<file path="src/rtl/doe_pkg.sv">
// Shared definitions for the DOE counter blocks: BCD digit limits,
// FSM state encodings and the per-digit clamp helper.
package doe_pkg;

    localparam logic [3:0] BCD_MAX  = 4'd9;
    localparam logic [3:0] BCD_ZERO = 4'd0;

    typedef enum logic [1:0] {
        IDLE = 2'd0,
        RUN  = 2'd1,
        HALT = 2'd2
    } state_t;

    // Non-BCD nibbles (A..F) saturate to 9 so a digit never leaves 0..9.
    function automatic logic [3:0] bcd_clamp(input logic [3:0] d);
        return (d > BCD_MAX) ? BCD_MAX : d;
    endfunction

endpackage

</file>
<file path="src/rtl/bcd_down_digit.sv">
// One BCD decade of the down-counter: loads a clamped preset, or steps down
// when a borrow arrives, rolling 0 -> 9 and passing the borrow onward.
module bcd_down_digit
    import doe_pkg::*;
(
    input  logic       clk,
    input  logic       rst_n,
    input  logic       load,
    input  logic [3:0] load_digit,
    input  logic       borrow_in,
    output logic [3:0] digit,
    output logic       borrow_out
);

    always_ff @(posedge clk or negedge rst_n) begin
        if (!rst_n) begin
            digit <= BCD_ZERO;
        end else if (load) begin
            digit <= bcd_clamp(load_digit);
        end else if (borrow_in) begin
            digit <= (digit == BCD_ZERO) ? BCD_MAX : digit - 4'd1;
        end
    end

    assign borrow_out = borrow_in && (digit == BCD_ZERO);

endmodule

</file>
<file path="src/rtl/bcd_down_counter.sv">
// Cascadable, loadable BCD down-counter with zero flag, underflow borrow
// pulse and (when WRAP=0) a sticky expired flag that halts at zero.
module bcd_down_counter
    import doe_pkg::*;
#(
    parameter int DIGITS = 2,
    parameter bit WRAP   = 1'b1
) (
    input  logic                clk,
    input  logic                rst_n,
    input  logic                load,
    input  logic [4*DIGITS-1:0] load_val,
    input  logic                in,
    output logic [4*DIGITS-1:0] cnt,
    output logic                zero,
    output logic                borrow,
    output logic                expired
);

    localparam int W = 4 * DIGITS;

    state_t            state;
    state_t            state_next;
    logic [DIGITS:0]   borrow_chain;
    logic              dec;
    logic              underflow;
    logic              cnt_is_one;
    logic              load_is_zero;
    logic              zero_next;

    // Without WRAP the counter never decrements from zero; HALT covers that case.
    assign dec          = (state == RUN) && in && !load && (WRAP || !zero);
    assign borrow_chain[0] = dec;
    assign underflow    = borrow_chain[DIGITS];
    assign cnt_is_one   = (cnt == W'(1));
    assign load_is_zero = (load_val == '0);

    for (genvar k = 0; k < DIGITS; k++) begin : g_digit
        bcd_down_digit u_digit (
            .clk        (clk),
            .rst_n      (rst_n),
            .load       (load),
            .load_digit (load_val[4*k +: 4]),
            .borrow_in  (borrow_chain[k]),
            .digit      (cnt[4*k +: 4]),
            .borrow_out (borrow_chain[k+1])
        );
    end

    always_comb begin
        state_next = state;
        case (state)
            IDLE, RUN: begin
                if (load) begin
                    state_next = (!WRAP && load_is_zero) ? HALT : RUN;
                end else if (!WRAP && dec && cnt_is_one) begin
                    state_next = HALT;
                end
            end
            HALT: begin
                if (load && !load_is_zero) begin
                    state_next = RUN;
                end
            end
            default: state_next = IDLE;
        endcase
    end

    // A clamped load is zero only if the raw preset is zero; a decrement lands on zero only from one.
    assign zero_next = load ? load_is_zero : (dec ? cnt_is_one : zero);

    always_ff @(posedge clk or negedge rst_n) begin
        if (!rst_n) begin
            state   <= IDLE;
            zero    <= 1'b1;
            borrow  <= 1'b0;
            expired <= 1'b0;
        end else begin
            state   <= state_next;
            zero    <= zero_next;
            borrow  <= underflow;
            expired <= (state_next == HALT);
        end
    end

endmodule

</file>
<file path="config.mk">
export PLATFORM = sky130hd
export DESIGN_NAME = bcd_down_counter
export DESIGN_NICKNAME = d
export VERILOG_FILES = /design/src/rtl/doe_pkg.sv /design/src/rtl/bcd_down_digit.sv /design/src/rtl/bcd_down_counter.sv
export SDC_FILE = /design/constraint.sdc
export NUM_CORES = 1
export LEC_CHECK = 0
export CORE_MARGIN = 8
export CORE_UTILIZATION = 40
export DETAILED_ROUTE_END_ITERATION = 8
export MAX_ROUTING_LAYER = met4
export PLACE_DENSITY = 0.8
export SETUP_SLACK_MARGIN = 0.3
export SLEW_MARGIN = 20
export SYNTH_ARGS = -nofsm -noshare
export SYNTH_HDL_FRONTEND = slang
export SYNTH_HIERARCHICAL = 1
export SYNTH_SLANG_ARGS = --single-unit
</file>
<file path="constraint.sdc">
create_clock -name clk -period 1.7 [get_ports clk]
set_input_delay 0.51 -clock clk [delete_from_list [all_inputs] [get_ports clk]]
set_output_delay 0.51 -clock clk [all_outputs]
set_load 0.02 [all_outputs]
</file>
==> impl_metrics.tcl <==
set metrics [dict create \
    drt_wl_total_um 1980 \
    p_leak_nw 0.523 \
    path_class "flop to flop" \
    syn_inst 66 \
    antenna_found_initial 0 \
    io_buffer_count 22 \
    fmax_mhz 576 \
    dieArea_sq_um 3430 \
    io-pin-count 23 \
    clock_path_buffers 2 \
    grt_start_max_net_pins 20 \
    finalWorstSetupSlack_ns -0.0349 \
    grt_pass1_vias 748 \
    maxCapViolCount 0 \
    fp.dieW_um 58.6 \
    area_growth_pct 67.5 \
    place_hpwl_um 1410 \
    fin_tns_setup_ns -0.0650 \
    fin_nets 128 \
    holdCritPathClass "primary input to asynchronous set/reset pin" \
    layout-drive-gt1-share_pct 45.2 \
    root_buffer "clkbuf_4" \
    hold_viol 0 \
    cellPowerDensity_nw_per_um2 669 \
    ir_drop_mv 0.507 \
    syn_nets 78 \
    cts_tree "built" \
    timing.hold.ws_ns 0.523 \
    setup_viol 2 \
    viasPerCell 5.04 \
    drt-initial-drc-count 8 \
    place_congestion 0.830 \
    antenna_cells 0 \
    min_period_ns 1.73 \
    outcome "complete, but fails checks" \
    drc 0 \
    critical_path_required_ns 1.87 \
    relSlewSlack_pct 81.0 \
    grt_overflow 0 \
    wl_per_cell_um 14.1 \
    syn_avg_cell_area_sq_um 11.0 \
    synth_area_sq_um 724 \
    initial_core_util_pct 42.4 \
    layout_common_cells "buf_4 (20), dfrtp_1 (9), o21ai_1 (7), buf_6 (7), buf_2 (7)" \
    final_common_cell "buf_4" \
    numCtsBuffers 3 \
    cts_sinks 13 \
    clkLatencyLatePin_ns 0.28 \
    worst_pin_slew_ns 0.281 \
    slew_viol_final 0 \
    crit_fanout 3 \
    core_sq_um 1710 \
    rsz0062_at_grt "yes" \
    via_count 705 \
    skew_ns 0.00582 \
    violations "negative setup slack" \
    synth_cell_types 22 \
    critPathArrivalTime_ns 1.90 \
    cp-start-kind "flop" \
    drtAntennaViolNets 0 \
    yosysWarningCount 6 \
    ctsHtreeMaxLevel 1 \
    ys_ff_latch 13 \
    fin_crit_sh_pct 102 \
    drt-pass1-iter-count 4 \
    cts.clk_slew.worst_paths_ns 0.08 \
    core.rowCount 15 \
    grt_pass1_wl_um 3330 \
    die_y_um 58.6 \
    grtUsageTotal_pct 12.8 \
    crit_path_end_kind "flop" \
    synth-seq-area-share_pct 45.1 \
]
cells in the mapped netlist, drive strengths merged:
| library cell | instances | area share, % |
|---|---|---|
| a21oi | 5 | 3.5 |
| nor4 | 3 | 4.3 |
| xnor2 | 4 | 4.8 |
| dfstp | 1 | 3.6 |
| a21boi | 1 | 1.0 |
| nand2 | 2 | 1.0 |
| dfrtp | 12 | 41 |
| nor3b | 4 | 5.5 |
| o21ai | 10 | 6.9 |
| nor4b | 3 | 7.8 |
| a21o | 1 | 1.0 |
| a22oi | 2 | 2.1 |
| o21a | 2 | 2.1 |
| nand3b | 4 | 4.1 |
| nand2b | 4 | 3.5 |
| nor2 | 2 | 1.0 |
| nor2b | 4 | 3.5 |
| mux2i | 2 | 2.8 |
path summary, 6_finish.rpt:
kind | slack, ns | start | cells past startpoint | end
worst max-delay path | -0.03 | state[1] | 7 | g_digit[1].u_digit/digit[3]
worst min-delay path | 0.52 | rst_n | 2 | borrow
worst max register to register | -0.03 | state[1] | 7 | g_digit[1].u_digit/digit[3]
worst min register to register | 0.53 | state[1] | 2 | state[0]
max in group asynchronous | 0.94 | rst_n | 2 | zero
min in group clk | 0.53 | state[1] | 2 | state[0]
layer usage:
layer / track usage (%) / share of wire, % / wire (um)
met3: 3.26 / 3.8 / 75
met2: 21.7 / 52 / 1030
met1: 13.6 / 42 / 833
met5: - / 0 / 0
met4: 5.94 / 1.8 / 36
per-stage QoR:
stage / total power, mW / cells / setup slack, ns / area [sq um] / utilization, %
2_1_floorplan: 0.459 / 66 / -0.0862 / 734 / -
3_3_place_gp: 0.602 / 132 / -0.495 / 1130 / 66.1
3_5_place_dp: 0.608 / 132 / -0.569 / 1130 / 66.1
4_1_cts: 0.809 / 138 / -0.0628 / 1170 / 68.7
5_1_grt: 0.854 / 140 / -0.194 / 1210 / 71.1
6_report: 0.812 / 140 / -0.0349 / 1210 / 71.1
power by group:
group	total, mW	switching, mW	internal, mW
Clock	0.194	0.103	0.0910
Sequential	0.352	0.0193	0.333
Combinational	0.266	0.133	0.133
Total	0.812	0.255	0.557
critical path: stages (launching register included):
cell      delay (ns)
dfrtp_1         0.37
nand3b_1        0.19
nor2_2          0.14
nor4b_4         0.22
nor2b_4         0.21
nor4b_4         0.25
xnor2_1         0.16
o21ai_1         0.08
cells by family after synthesis:
kind of cell / Yosys count / synth area share, %
AOI/OAI and AO/OA: 21 / 16.6
xor gates and xnor gates: 4 / 4.84
and+or+nand+nor: 26 / 30.7
DFF: 13 / 45.1
muxes: 2 / 2.76
layout make-up:
cell class                      instances  area (sq um)
Clock buffer                            4          26.3
Timing Repair Buffer                   45           372
Tap cell                               25          31.3
Multi-Input combinational cell         53           454
Fill cell                             129           494
Sequential cell                        13           330
sequential cells by signal, summed over array words and instances, names as in the netlist:
name and count:
g_digit.u_digit/digit 8, state 2, borrow 1, expired 1
zero 1
timing repair:
item / in CTS / in global routing
pin swaps: 6 / 6
endpoints found under the setup margin: 22 / 15
hold buffers: 0 / 0
buffers inserted: 2 / 2
gates resized for setup: 66 / 9
Note: power is estimated with default switching activity, not from simulation.
